<file path="src/rtl/entity_line_scanner.sv">
// entity_line_scanner: builds one line buffer from the entity table.
// Optional macro ENTITY_CLIP_EN suppresses paint writes at column >= 480.
module entity_line_scanner (
  input  logic        clk,
  input  logic        rst_n,
  input  logic        line_start,
  input  logic [8:0]  line_y,
  input  logic [7:0]  entities_number,
  output logic [7:0]  address_read_ent,
  input  logic [20:0] data_read_ent,
  output logic        lb_wren,
  output logic [8:0]  lb_address,
  output logic [2:0]  lb_data,
  output logic        busy,
  output logic        done
);

  typedef enum logic [2:0] {
    S_IDLE,
    S_CLEAR,
    S_FETCH,
    S_WAIT,
    S_TEST,
    S_PAINT,
    S_DONE
  } state_t;

  state_t      state;
  logic [8:0]  y_q;
  logic [7:0]  n_q;
  logic [7:0]  idx;
  logic [2:0]  typ_q;
  logic [5:0]  k;

  logic [9:0]  row10;
  logic [9:0]  y10;
  logic        hit;
  logic [7:0]  idx_nx;
  logic        last;
  logic [5:0]  k_nx;
  logic        en0;
  logic        en_nx;

  assign row10  = {1'b0, data_read_ent[17:9]};
  assign y10    = {1'b0, y_q};
  assign hit    = (y10 >= row10) &&
                  (y10 < row10 + 10'd48);
  assign idx_nx = idx + 8'd1;
  assign last   = (idx_nx == n_q);
  assign k_nx   = k + 6'd1;

`ifdef ENTITY_CLIP_EN
  logic [8:0] col_q;
  logic [9:0] px_nx;
  assign px_nx = {1'b0, col_q} + {4'b0, k_nx};

  // Write enables for first and next paint pixel, clipped at 480
  always_comb begin
    en0   = 1'b1;
    en_nx = 1'b1;
    en0   = ({1'b0, data_read_ent[8:0]} < 10'd480);
    en_nx = (px_nx < 10'd480);
  end
`else
  // No clipping: every paint pixel is written, address wraps in 9 bits
  always_comb begin
    en0   = 1'b1;
    en_nx = 1'b1;
  end
`endif

  // Scanner FSM with registered outputs
  always_ff @(posedge clk) begin
    if (!rst_n) begin
      state            <= S_IDLE;
      y_q              <= '0;
      n_q              <= '0;
      idx              <= '0;
      typ_q            <= '0;
      k                <= '0;
      address_read_ent <= '0;
      lb_wren          <= 1'b0;
      lb_address       <= '0;
      lb_data          <= 3'b111;
      busy             <= 1'b0;
      done             <= 1'b0;
`ifdef ENTITY_CLIP_EN
      col_q            <= '0;
`endif
    end else begin
      done <= 1'b0;
      unique case (state)
        S_IDLE: begin
          if (line_start) begin
            y_q        <= line_y;
            n_q        <= entities_number;
            idx        <= '0;
            busy       <= 1'b1;
            lb_wren    <= 1'b1;
            lb_address <= '0;
            lb_data    <= 3'b111;
            state      <= S_CLEAR;
          end
        end
        S_CLEAR: begin
          if (lb_address == 9'd479) begin
            lb_wren <= 1'b0;
            if (n_q == 8'd0) begin
              busy  <= 1'b0;
              done  <= 1'b1;
              state <= S_DONE;
            end else begin
              address_read_ent <= idx;
              state            <= S_FETCH;
            end
          end else begin
            lb_address <= lb_address + 9'd1;
          end
        end
        S_FETCH: state <= S_WAIT;
        S_WAIT:  state <= S_TEST;
        S_TEST: begin
          if (hit) begin
            typ_q      <= data_read_ent[20:18];
            k          <= '0;
            lb_wren    <= en0;
            lb_address <= data_read_ent[8:0];
            lb_data    <= data_read_ent[20:18];
            state      <= S_PAINT;
`ifdef ENTITY_CLIP_EN
            col_q      <= data_read_ent[8:0];
`endif
          end else begin
            idx <= idx_nx;
            if (last) begin
              busy  <= 1'b0;
              done  <= 1'b1;
              state <= S_DONE;
            end else begin
              address_read_ent <= idx_nx;
              state            <= S_FETCH;
            end
          end
        end
        S_PAINT: begin
          if (k == 6'd47) begin
            lb_wren <= 1'b0;
            idx     <= idx_nx;
            if (last) begin
              busy  <= 1'b0;
              done  <= 1'b1;
              state <= S_DONE;
            end else begin
              address_read_ent <= idx_nx;
              state            <= S_FETCH;
            end
          end else begin
            k          <= k_nx;
            lb_wren    <= en_nx;
            lb_address <= lb_address + 9'd1;
            lb_data    <= typ_q;
          end
        end
        S_DONE:  state <= S_IDLE;
        default: state <= S_IDLE;
      endcase
    end
  end

endmodule

</file>
<file path="config.mk">
export PLATFORM = sky130hd
export DESIGN_NAME = entity_line_scanner
export DESIGN_NICKNAME = d
export VERILOG_FILES = /design/src/rtl/entity_line_scanner.sv
export SDC_FILE = /design/constraint.sdc
export NUM_CORES = 1
export LEC_CHECK = 0
export CORE_MARGIN = 2
export CORE_UTILIZATION = 51
export DETAILED_ROUTE_END_ITERATION = 16
export GPL_ROUTABILITY_DRIVEN = 1
export PLACE_DENSITY_LB_ADDON = 0.1
export SLEW_MARGIN = 20
export SYNTH_ARGS = -nofsm -noshare
export SYNTH_HDL_FRONTEND = slang
export SYNTH_SLANG_ARGS = --single-unit
</file>
<file path="constraint.sdc">
create_clock -name clk -period 4.3 [get_ports clk]
set_input_delay 0.86 -clock clk [delete_from_list [all_inputs] [get_ports clk]]
set_output_delay 0.86 -clock clk [all_outputs]
set_load 0.01 [all_outputs]
</file>
# Yosys cells after proc, flatten, opt, wreduce, memory -nomap -nowiden
# Index checks and enable logic that the tools add are counted.
dict set report word_totals {
  reg_bits 60
  output_inout_bits 23
}
dict set report op_classes {
  n_addsub 4
  order_cmp 2
  n_eq_ne 17
  n_mux 46
  reduce_logical 17
}
# op n
set op_table {}
lappend op_table {{2-to-1 mux 8 bit} 8}
lappend op_table {{one-hot mux 8 bit (3 select lines)} 2}
lappend op_table {{2-to-1 mux 9 bit} 4}
lappend op_table {{one-hot mux 9 bit (4 select lines)} 1}
lappend op_table {{2-to-1 mux 3 bit} 9}
lappend op_table {{inequality test 2 bit (second input constant)} 9}
lappend op_table {{one-hot mux 3 bit (6 select lines)} 1}
lappend op_table {{2-to-1 mux 1 bit} 14}
lappend op_table {{2-to-1 mux 6 bit} 2}
lappend op_table {{one-hot mux 6 bit (2 select lines)} 1}
lappend op_table {{AND reduction 4 bit} 3}
lappend op_table {{adder 9 x 6 -> 10 bit (second input constant)} 1}
lappend op_table {{less-than comparator 9 x 10 -> 1 bit} 1}
lappend op_table {{AND reduction 5 bit} 2}
lappend op_table {{adder 9 x 1 -> 9 bit (second input constant)} 1}
lappend op_table {{equality test 9 bit (second input constant)} 1}
lappend op_table {{greater-or-equal comparator 9 bit} 1}
lappend op_table {{one-hot mux 3 bit (3 select lines)} 1}
lappend op_table {{adder 8 x 1 -> 8 bit (second input constant)} 1}
lappend op_table {{equality test 8 bit} 1}
lappend op_table {{zero test 8 bit} 1}
lappend op_table {{one-hot mux 1 bit (4 select lines)} 2}
lappend op_table {{adder 6 x 1 -> 6 bit (second input constant)} 1}
lappend op_table {{equality test 3 x 2 -> 1 bit (second input constant)} 2}
lappend op_table {{other kinds (12)} 16}

# Depth between registers and ports, before layout
# Gate-level depths: netlist of the first run.
dict set report logic_depth {
  word_depth 5
  depth_mapped 14
  depth_no_buf 12
}

# Worst setup path before layout of the first run
# No wires, ideal clock.
dict set report synth_timing {
  kind {input-to-reg}
  startpoint {input data_read_ent[13]}
  endpoint {register address_read_ent[0]}
  arrival_time_ns 3.105
  path_slack_ns 1.052
  path_stages 14
  path_buffers 2
  cell_sequence {inv_1 -> ha_1 -> nor3_1 -> xnor2_1 -> ha_1 -> o2111ai_1 -> nor2_1 -> o41ai_1 -> and2_1 -> clkbuf_1 -> a21oi_1 -> and3_4 -> buf_6 -> a211oi_2}
}
dict set report synth_between {
  elab_chain_cells 5
}
# item line_no
set synth_lines {}
lappend synth_lines {{start: declaration} 10} ;# input logic [20:0] data_read_ent,
lappend synth_lines {{adder 9 x 6 -> 10 bit} 47} ;# (y10 < row10 + 10'd48);
lappend synth_lines {{less-than comparator 9 x 10 -> 1 bit} 47}
lappend synth_lines {{logical AND 1 bit *} 46} ;# assign hit = (y10 >= row10) &&
lappend synth_lines {{inequality test 2 bit (no line) *} -}
lappend synth_lines {{AND reduction 5 bit (no line) *} -}
lappend synth_lines {{end signal: assignment} 113} ;# address_read_ent <= idx;
lappend synth_lines {{end signal: assignment} 140} ;# address_read_ent <= idx_nx;
lappend synth_lines {{end signal: assignment} 154} ;# address_read_ent <= idx_nx;
lappend synth_lines {{end: declaration} 9} ;# output logic [7:0] address_read_ent,
# Every way passes the cells marked *; elsewhere a longest branch is shown, timed or not.
# A chain may end at the register's enable or synchronous reset.

# Final worst setup path of the first run
dict set report layout_timing {
  startpoint {input data_read_ent[13]}
  endpoint {register idx[5]}
}
dict set report layout_between {
  elab_chain_cells 5
}
# item line_no
set layout_lines {}
lappend layout_lines {{adder 9 x 6 -> 10 bit} 47}
lappend layout_lines {{less-than comparator 9 x 10 -> 1 bit} 47}
lappend layout_lines {{logical AND 1 bit *} 46}
lappend layout_lines {{inequality test 2 bit (no line) *} -}
lappend layout_lines {{AND reduction 4 bit (no line) *} -}
lappend layout_lines {{end signal: assignment} 134} ;# idx <= idx_nx;
lappend layout_lines {{end signal: assignment} 148} ;# idx <= idx_nx;
lappend layout_lines {{end: declaration} 31} ;# logic [7:0] idx;
# Marked as above.

==> flow_metrics.env, run 1 <==
export IMPL_synth_area_top_cells="dfxtp_1, nand2_1, ha_1"
export IMPL_syn_inst=448
export IMPL_endpoint_kind="flip-flop"
export IMPL_hpwl_mm=6.36
export IMPL_port_buffers=63
export IMPL_drtIter0Drc=184
export IMPL_r2r_start="idx[0]"
export IMPL_crit_type="input port to flip-flop"
export IMPL_ant_nets=0
export IMPL_hold_start="typ_q[2]"
export IMPL_ys_flop_type="dfxtp_1"
export IMPL_synth_cell_types=59
export IMPL_diodes=0
export IMPL_route_vias_total=3451
export IMPL_final_setup_skew_ps=10.1
export IMPL_postCtsHoldBufs=0
export IMPL_cts_tree="done"
export IMPL_cts_buffer_depth=2
export IMPL_synth_edf_count=0
export IMPL_yosysTopAreaCell="dfxtp_1"
export IMPL_finalSetupTns_ps=0
export IMPL_cts_htree_levels=3
export IMPL_clock_latency_ps=350
export IMPL_critPathTopFamily="compound AO/OA/AOI/OAI gates"
export IMPL_worstReg2RegEnd="address_read_ent[0]"
export IMPL_fin_crit_ps=3650
export IMPL_postCtsSetupBuffers=0
export IMPL_start_util=0.529
export IMPL_dr_pass1_iters=4
export IMPL_via_per_inst=5.73
export IMPL_overflow=0
export IMPL_coreArea_mm2=0.00679
export IMPL_netlist_area_mm2=0.00360
export IMPL_areaGrowthSynthToFinish_pct=23.7
export IMPL_fin_nets=562
export IMPL_dpl_cell_count=587
export IMPL_place_gp_congestion=0.876
export IMPL_ys_ff_latch=60
export IMPL_p_per_area_mw_per_mm2=333
export IMPL_fin_cells=602
export IMPL_slowest_stage="clkdlybuf4s50_1"
export IMPL_wl_mm=8.99
export IMPL_critPathRequiredTime_ps=4520
export IMPL_grt_pass1_wl_mm=15.0
export IMPL_worst_path_max_fanout=9
export IMPL_tightestPinTransition_ps=833
export IMPL_crit_path_start_kind="input port"
export IMPL_wl_per_cell_um=14.9
export IMPL_crit_arrival_ps=3870
export IMPL_slew_headroom=0.443
export IMPL_ys_warn_count=0
export IMPL_path_cells="clkdlybuf4s50_1 > inv_1 > ha_1 > nor3_1 > xnor2_1 > ha_1 > o2111ai_1 > nor2_1 > o41ai_1 > buf_4 > and2_1 > a221o_1 > o211ai_1 > o41ai_1"
export IMPL_path_clk_slew_ps=60
export IMPL_clock_fmax_ghz=0.274
export IMPL_antenna_found_initial=0
export IMPL_synthesis_nets=508
export IMPL_outcome="complete, no violations"
export IMPL_cpPeakStageDelay_ps=530
export IMPL_die_area_mm2=0.00774
export IMPL_whs_endpoint="typ_q[2]"
export IMPL_drive_above_1_share=0.0751
export IMPL_hp_class="flip-flop to flip-flop"
export IMPL_r2r_cells=8
export IMPL_regToRegSetupSlack_ps=1450
export IMPL_finalCritPeriodShare=0.849
export IMPL_num_rows=30
export IMPL_holdWs_ps=454
export IMPL_drc_errors=0
export IMPL_drv_cap=0
export IMPL_avgSynthCellArea_um2=8.03
export IMPL_slew_violations=0
export IMPL_holdPathStages=2
export IMPL_fp_dieW_um=88.0
export IMPL_crit_buf_inv=3
export IMPL_ir_drop_v=0.000194
export IMPL_finalSetupViolCount=0
export IMPL_cts_root_buf="clkbuf_8"
export IMPL_clock_sinks=60
export IMPL_io_pins=64
export IMPL_yosysTopAreaCellShare=0.334
export IMPL_hold_viol=0
export IMPL_grt_max_degree=35
export IMPL_numCtsBuffers=9
export IMPL_async_flop_share=0
export IMPL_p_leak_nw=1.66
export IMPL_rsz0062_at_grt="no"
export IMPL_dieHeight_um=88.0
export IMPL_grt_total_usage=0.248
export IMPL_cts_resized=0
export IMPL_first_global_vias=3261
export IMPL_seq_area_frac_synth=0.334
export IMPL_power_mw=1.48
per-stage QoR:
step / util / worst slack (ps) / cell area [um2]
final: 0.655 / 651 / 4450
after global routing: 0.655 / 421 / 4450
after CTS: 0.655 / 670 / 4450
after detailed placement: 0.630 / 314 / 4280
after global placement: 0.630 / 478 / 4280
after floorplan: - / 1050 / 3600
how the worst max path moves through the flow:
stage               cells after the start         startpoint             endpoint  slack, ps
floorplan                              14  data_read_ent[13]  address_read_ent[0]       1050
global placement                       15  data_read_ent[13]        lb_address[5]        480
detailed placement                     15  data_read_ent[13]        lb_address[5]        310
CTS                                    14  data_read_ent[13]               idx[5]        670
global route                           15  data_read_ent[13]        lb_address[5]        420
finish                                 14  data_read_ent[13]               idx[5]        650
cell usage after synthesis (4+ instances only):
cell type	instances
nand2_1	67
dfxtp_1	60
a21oi_1	36
nor2_1	36
clkbuf_1	21
ha_1	19
inv_1	16
o21ai_0	15
xnor2_1	15
a31oi_1	13
nand3_1	11
nor2b_1	10
a211oi_1	8
a211oi_2	8
nor3_1	7
o211ai_1	7
o41ai_1	7
xor2_1	7
and2_1	6
and3_1	6
nand4_1	5
a22oi_1	4
buf_2	4
nand2b_1	4
power breakdown:
part	internal, mW	switching, mW
Clock	0.236	0.220
Sequential	0.599	0.0478
Combinational	0.187	0.193
Total	1.02	0.461
worst reg2reg max path: stages, from the launching register on:
cell and delay [ps]:
dfxtp_1 460, ha_1 420, inv_1 140, o21ai_0 320, o221ai_1 160, or4b_4 550
o21a_1 230, and3_4 280, a211oi_2 220
flip-flops by register name (all words and copies together), names as in the netlist:
signal / cells
address_read_ent: 8
lb_data: 3
busy: 1
state: 3
n_q: 8
lb_wren: 1
typ_q: 3
k: 6
done: 1
idx: 8
lb_address: 9
y_q: 9
area by class of cell:
class                      instances  area (um2)
multi-input combinational        343        2200
clock buffer                      13         159
sequential                        60        1200
fill                             630        2340
inverter                          16        60.1
timing repair buffer              72         698
tap                               96         120
clock inverter                     2        10.0
routing by layer:
layer / vias up / GRT usage / part of all wire
li1: 1725 / - / -
met1: 1648 / 0.316 / 0.45
met2: 65 / 0.410 / 0.50
met3: 13 / 0.0594 / 0.035
met4: 0 / 0.0881 / 0.015
met5: - / 0 / 0
cell usage in the layout (no fill, tap or decap), types with 3 or more instances in the layout:
| master | count |
|---|---|
| a2111oi_0 | 3 |
| a211oi_1 | 8 |
| a211oi_2 | 8 |
| a21o_1 | 3 |
| a21oi_1 | 36 |
| a22oi_1 | 4 |
| a31oi_1 | 13 |
| and2_1 | 6 |
| and3_1 | 6 |
| and4_1 | 3 |
| buf_4 | 9 |
| clkbuf_8 | 11 |
| clkdlybuf4s50_1 | 63 |
| dfxtp_1 | 60 |
| ha_1 | 19 |
| inv_1 | 16 |
| mux2i_1 | 3 |
| nand2_1 | 67 |
| nand2b_1 | 4 |
| nand3_1 | 11 |
| nand4_1 | 5 |
| nor2_1 | 36 |
| nor2b_1 | 10 |
| nor3_1 | 7 |
| o211ai_1 | 7 |
| o21a_1 | 3 |
| o21ai_0 | 15 |
| o2bb2ai_1 | 3 |
| o41ai_1 | 7 |
| or2_2 | 3 |
| xnor2_1 | 15 |
| xor2_1 | 7 |
logic make-up after synthesis:
group	Yosys count	synth area share
AO/OA/AOI/OAI	128	0.252
XOR/XNOR	22	0.0536
adder cells (fa/ha/maj)	19	0.0661
buffers and inverters	45	0.0557
flip-flops	60	0.334
multiplexers	3	0.00835
AND/OR/NAND/NOR	171	0.230
Power figures use the tool's default switching activity.
==> run 2, diff against run 1 <==
==> constraint.sdc (replaced) <==
create_clock -name clk -period 3.49 [get_ports clk]
set_input_delay 0.698 -clock clk [delete_from_list [all_inputs] [get_ports clk]]
set_output_delay 0.698 -clock clk [all_outputs]
set_load 0.01 [all_outputs]
==> run 2 against run 1 <==
  * Final area is 2.9% higher
  * Highest routed layer unchanged
  * Final cell count rose by 2.2%
  * Critical path depth is 1 lower
  * Total power up 30%
  * Worst hold slack improved by 7.8 ps
  * Largest power group unchanged
  * Clock-buffer cell count shrank 1
  * Setup slack got worse by 420 ps
  * Sequential share of layout area shrank 0.77 points
  * Sequential cell count unchanged
  * Routed wire length decreased by 2.1%
  * Core utilization grew 1.9 points
  * First-iteration DRC count grew 14%
==> flow_metrics.env, run 2 (same netlist as run 1, synthesis figures left out) <==
export IMPL_regArea_mm2=0.00120
export IMPL_drive_above_1_share=0.102
export IMPL_grt_max_degree=22
export IMPL_nFillCells=576
export IMPL_worst_path_max_fanout=9
export IMPL_final_cell_mix="nand2_1, clkdlybuf4s50_1, dfxtp_1, a21oi_1, nor2_1"
export IMPL_r2r_start="idx[0]"
export IMPL_wl_per_cell_um=14.3
export IMPL_crit_type="input port to flip-flop"
export IMPL_drv_cap=0
export IMPL_drc_errors=0
export IMPL_cts_root_buf="clkbuf_8"
export IMPL_crit_path_start_kind="input port"
export IMPL_num_rows=30
export IMPL_postCtsSetupBuffers=0
export IMPL_antenna_found_initial=0
export IMPL_numCtsBuffers=9
export IMPL_postCtsHoldBufs=0
export IMPL_hp_class="flip-flop to flip-flop"
export IMPL_clock_sinks=60
export IMPL_p_leak_nw=1.73
export IMPL_endpoint_kind="flip-flop"
export IMPL_cts_buffer_depth=2
export IMPL_whs_endpoint="typ_q[1]"
export IMPL_grt_total_usage=0.242
export IMPL_finalCritPeriodShare=0.935
export IMPL_holdPathStages=2
export IMPL_r2r_cells=8
export IMPL_overflow=0
export IMPL_die_area_mm2=0.00774
export IMPL_grt_pass1_wl_mm=14.9
export IMPL_final_common_cell="nand2_1"
export IMPL_slew_violations=0
export IMPL_regToRegSetupSlack_ps=620
export IMPL_finalSetupViolCount=0
export IMPL_coreArea_mm2=0.00679
export IMPL_cts_tree="done"
export IMPL_first_global_vias=3220
export IMPL_fp_dieW_um=88.0
export IMPL_clock_fmax_ghz=0.307
export IMPL_dr_pass1_iters=5
export IMPL_areaGrowthSynthToFinish_pct=27.3
export IMPL_outcome="complete, no violations"
export IMPL_path_clk_slew_ps=70
export IMPL_crit_arrival_ps=3470
export IMPL_slew_headroom=0.456
export IMPL_cts_htree_levels=3
export IMPL_diodes=0
export IMPL_hpwl_mm=6.44
export IMPL_port_buffers=63
export IMPL_ant_nets=0
export IMPL_fin_crit_ps=3260
export IMPL_cts_resized=0
export IMPL_start_util=0.529
export IMPL_dieHeight_um=88.0
export IMPL_tightestPinTransition_ps=813
export IMPL_via_per_inst=5.69
export IMPL_fin_cells=615
export IMPL_wl_mm=8.81
export IMPL_route_vias_total=3497
export IMPL_power_mw=1.92
export IMPL_worstReg2RegEnd="address_read_ent[0]"
export IMPL_critPathRequiredTime_ps=3700
export IMPL_drtIter0Drc=210
export IMPL_p_per_area_mw_per_mm2=420
export IMPL_final_setup_skew_ps=6.98
export IMPL_reg_top3="lb_address (9), y_q (9)"
export IMPL_dpl_cell_count=599
export IMPL_holdWs_ps=462
export IMPL_ir_drop_v=0.000341
export IMPL_hold_viol=0
export IMPL_final_core_util=0.674
export IMPL_place_gp_congestion=0.881
export IMPL_clock_latency_ps=340
export IMPL_fin_nets=574
export IMPL_hold_start="typ_q[1]"
export IMPL_multi_input_area_mm2=0.00221
export IMPL_io_pins=64
export IMPL_rsz0062_at_grt="no"
-- run 2: routing by layer --
metal	GRT usage	vias to the layer above	wire, um
met1	0.329	1647	4100
met5	0	-	0
li1	-	1758	-
met2	0.389	79	4220
met4	0.0601	0	100
met3	0.0584	13	378
-- run 2: per-stage QoR --
stage	instance area [um2]	TNS (ps)	setup slack, ps
2_1_floorplan	3600	0	404
3_3_place_gp	4370	-2530	-158
3_5_place_dp	4370	-4090	-255
4_1_cts	4570	0	89.8
5_1_grt	4580	0	25.5
6_report	4580	0	227
-- run 2: worst max path at each step --
stage | startpoint | cells after the start | slack (ps) | end
global placement | data_read_ent[13] | 12 | -160 | lb_data[0]
global route | data_read_ent[14] | 13 | 30 | idx[6]
floorplan | data_read_ent[13] | 14 | 400 | address_read_ent[0]
detailed placement | data_read_ent[14] | 12 | -260 | lb_data[2]
CTS | data_read_ent[14] | 12 | 90 | lb_data[2]
finish | data_read_ent[14] | 13 | 230 | idx[4]
-- run 2: cell type report --
| class | instances | share of cell area |
|---|---|---|
| inverter | 16 | 0.0131 |
| sequential | 60 | 0.262 |
| timing repair buffer | 84 | 0.172 |
| multi-input combinational | 343 | 0.482 |
| tap | 96 | 0.0262 |
| clock buffer | 12 | 0.0339 |
| clock inverter | 4 | 0.0104 |
-- run 2: power breakdown --
group,switching (mW),internal (mW),total (mW)
Clock,0.274,0.367,0.640
Sequential,0.0496,0.738,0.788
Combinational,0.251,0.242,0.493
Total,0.574,1.35,1.92
-- run 2: critical path: stages --
cell             delay, ps
clkdlybuf4s50_1        500
inv_1                   70
ha_1                   200
nor3_1                 190
xnor2_1                 90
ha_1                   310
a21oi_1                 70
a21oi_1                230
nor2_1                 100
o2bb2ai_2              190
a221o_1                490
o211ai_1               230
o41ai_1                100
==> run 3, diff against run 2 <==
--- a/config.mk
+++ b/config.mk
@@ -5,11 +5,14 @@
 export SDC_FILE = /design/constraint.sdc
 export NUM_CORES = 1
 export LEC_CHECK = 0
+export ABC_AREA = 1
 export CORE_MARGIN = 2
 export CORE_UTILIZATION = 51
 export DETAILED_ROUTE_END_ITERATION = 16
 export GPL_ROUTABILITY_DRIVEN = 1
+export GPL_TIMING_DRIVEN = 0
 export PLACE_DENSITY_LB_ADDON = 0.1
+export SKIP_CTS_REPAIR_TIMING = 1
 export SLEW_MARGIN = 20
 export SYNTH_ARGS = -nofsm -noshare
 export SYNTH_HDL_FRONTEND = slang
==> run 3 against run 2 <==
  * Worst hold slack worse by 3.4 ps
  * Synthesized cell count up 26%
  * Non-clock buffer count down 5
  * Setup slack better by 29 ps
  * Routed wire length up 4.0%
  * Register-to-register slack better by 640 ps
  * Clock power down 6.4%
  * Sequential share of layout area down 0.057 points
  * Final cell count up 20%
  * Largest power group is now combinational cells
==> flow_metrics.env, run 3 <==
export IMPL_hold_viol=0
export IMPL_cts_root_buf="clkbuf_8"
export IMPL_regArea_mm2=0.00120
export IMPL_dr_pass1_iters=6
export IMPL_cts_buffer_depth=2
export IMPL_finalSetupViolCount=0
export IMPL_crit_type="input port to flip-flop"
export IMPL_syn_inst=564
export IMPL_setup_ws_ps=256
export IMPL_final_common_cell="nand2_1"
export IMPL_synth_area_top_cells="dfxtp_1, nand2_1, inv_1"
export IMPL_cp_common_cell="inv_1"
export IMPL_dieHeight_um=88.7
export IMPL_place_gp_congestion=0.895
export IMPL_synth_cell_types=34
export IMPL_ir_drop_v=0.000377
export IMPL_cts_tree="done"
export IMPL_ys_warn_count=0
export IMPL_start_util=0.533
export IMPL_die_area_mm2=0.00787
export IMPL_fp_dieW_um=88.7
export IMPL_async_flop_share=0
export IMPL_slowest_stage="clkdlybuf4s50_1"
export IMPL_grt_max_degree=11
export IMPL_port_buffers=62
export IMPL_num_rows=30
export IMPL_route_vias_total=3764
export IMPL_crit_arrival_ps=3470
export IMPL_tightestPinTransition_ps=737
export IMPL_clock_sinks=60
export IMPL_fin_nets=697
export IMPL_slew_violations=0
export IMPL_synthesis_nets=624
export IMPL_ant_nets=0
export IMPL_ys_ff_latch=60
export IMPL_clock_latency_ps=340
export IMPL_placed_cell_area_mm2=0.00440
export IMPL_pre_cts_slack_ps=-156
export IMPL_outcome="complete, no violations"
export IMPL_clock_fmax_ghz=0.309
export IMPL_ys_flop_type="dfxtp_1"
export IMPL_yosysTopAreaCell="dfxtp_1"
export IMPL_antenna_found_initial=0
export IMPL_overflow=0
export IMPL_hpwl_mm=7.01
export IMPL_nFillCells=643
export IMPL_wl_mm=9.16
export IMPL_multi_input_area_mm2=0.00206
export IMPL_io_pins=64
export IMPL_netlist_area_mm2=0.00366
export IMPL_hp_class="flip-flop to flip-flop"
export IMPL_endpoint_kind="flip-flop"
export IMPL_final_setup_skew_ps=6.59
export IMPL_finalCritPeriodShare=0.927
export IMPL_crit_path_start_kind="input port"
export IMPL_drc_errors=0
export IMPL_slew_headroom=0.506
export IMPL_synth_edf_count=0
export IMPL_fin_crit_ps=3230
export IMPL_via_per_inst=5.10
export IMPL_reg_top3="lb_address (9), y_q (9)"
export IMPL_grt_total_usage=0.246
export IMPL_path_cells="clkdlybuf4s50_1 > inv_1 > ha_1 > nor3_1 > xor2_1 > ha_1 > and3_1 > nand2_1 > inv_1 > nand2_1 > nand4_1 > nand2_2 > inv_1 > buf_2 > a21oi_1 > nor2_1"
export IMPL_seq_area_frac_synth=0.328
export IMPL_synth_common_cells="nand2_1, inv_1, nor2_1"
export IMPL_drv_cap=0
export IMPL_path_clk_slew_ps=70
export IMPL_grt_pass1_wl_mm=15.1
export IMPL_areaGrowthSynthToFinish_pct=25.4
export IMPL_worst_path_max_fanout=10
export IMPL_rsz0062_at_grt="no"
export IMPL_cpPeakStageDelay_ps=480
export IMPL_p_leak_nw=2.03
export IMPL_yosysMostFrequentCell="nand2_1"
export IMPL_final_cell_mix="nand2_1, inv_1, nor2_1, clkdlybuf4s50_1, dfxtp_1"
export IMPL_avgSynthCellArea_um2=6.49
export IMPL_drtIter0Drc=159
export IMPL_cts_htree_levels=3
export IMPL_diodes=0
export IMPL_yosysTopAreaCellShare=0.328
export IMPL_design_area_mm2=0.00459
export IMPL_critPathRequiredTime_ps=3720
export IMPL_wl_per_cell_um=12.4
export IMPL_coreArea_mm2=0.00687
export IMPL_numCtsBuffers=9
export IMPL_power_mw=3.18
export IMPL_p_per_area_mw_per_mm2=694
export IMPL_first_global_vias=3556
export IMPL_drive_above_1_share=0.0576
==> run 3: cell types whose count changed in the layout (fill, tap and decap cells not counted), sizes merged, moves of 14 or more <==
cell	previous run	this run
inv	16	85
nand2	67	137
nor2	36	67
a21oi	36	56
a211oi	16	2
nand3	11	46
xnor2	15	1
buf	21	7
==> run 3: worst max-delay path, delay by kind of cell <==
family                   cells  cell delay [ps]
AO/OA/AOI/OAI                1              140
XOR/XNOR                     1              180
adder cells (fa/ha/maj)      2              510
buffers and inverters        5              920
AND/OR/NAND/NOR              7             1010
==> run 3: layout make-up <==
class	instances	share of cell area
clock inverter	6	0.0120
clock buffer	10	0.0278
inverter	85	0.0695
sequential	60	0.262
buffer	17	0.0183
multi-input combinational	402	0.449
timing repair buffer	62	0.135
tap	96	0.0262
==> run 3: stage by stage <==
step           utilization  instances  hold slack, ps  setup TNS, ps
2_1_floorplan            -        564             427              0
3_3_place_gp         0.641        722             440           -918
3_5_place_dp         0.641        722             449          -1700
4_1_cts              0.667        738             459              0
5_1_grt              0.668        738             473              0
6_report             0.668        738             458              0
==> run 3: routing by layer <==
layer,part of all wire,GRT usage,wire length (um)
met3,0.048,0.0410,440
met4,0.030,0.120,275
met2,0.46,0.407,4210
met5,0,0,0
met1,0.46,0.311,4230
==> run 3: path summary, 6_finish.rpt <==
path	start	end	slack, ps	depth (start not counted)
max	data_read_ent[13]	k[1]	260	16
min reg2reg	y_q[1]	y_q[1]	460	2
min	y_q[1]	y_q[1]	460	2
max reg2reg	y_q[4]	k[1]	1260	13
==> run 3: kinds of logic after synthesis <==
group                    synth area share
buffers and inverters               0.110
adder cells (fa/ha/maj)            0.0649
flip-flops                          0.328
XOR/XNOR                           0.0191
AO/OA/AOI/OAI                       0.159
AND/OR/NAND/NOR                     0.319
==> run 3: report_power, final <==
part           total (mW)  internal (mW)  switching (mW)
Sequential           1.04          0.884           0.153
Combinational        1.55          0.672           0.875
Clock               0.599          0.323           0.276
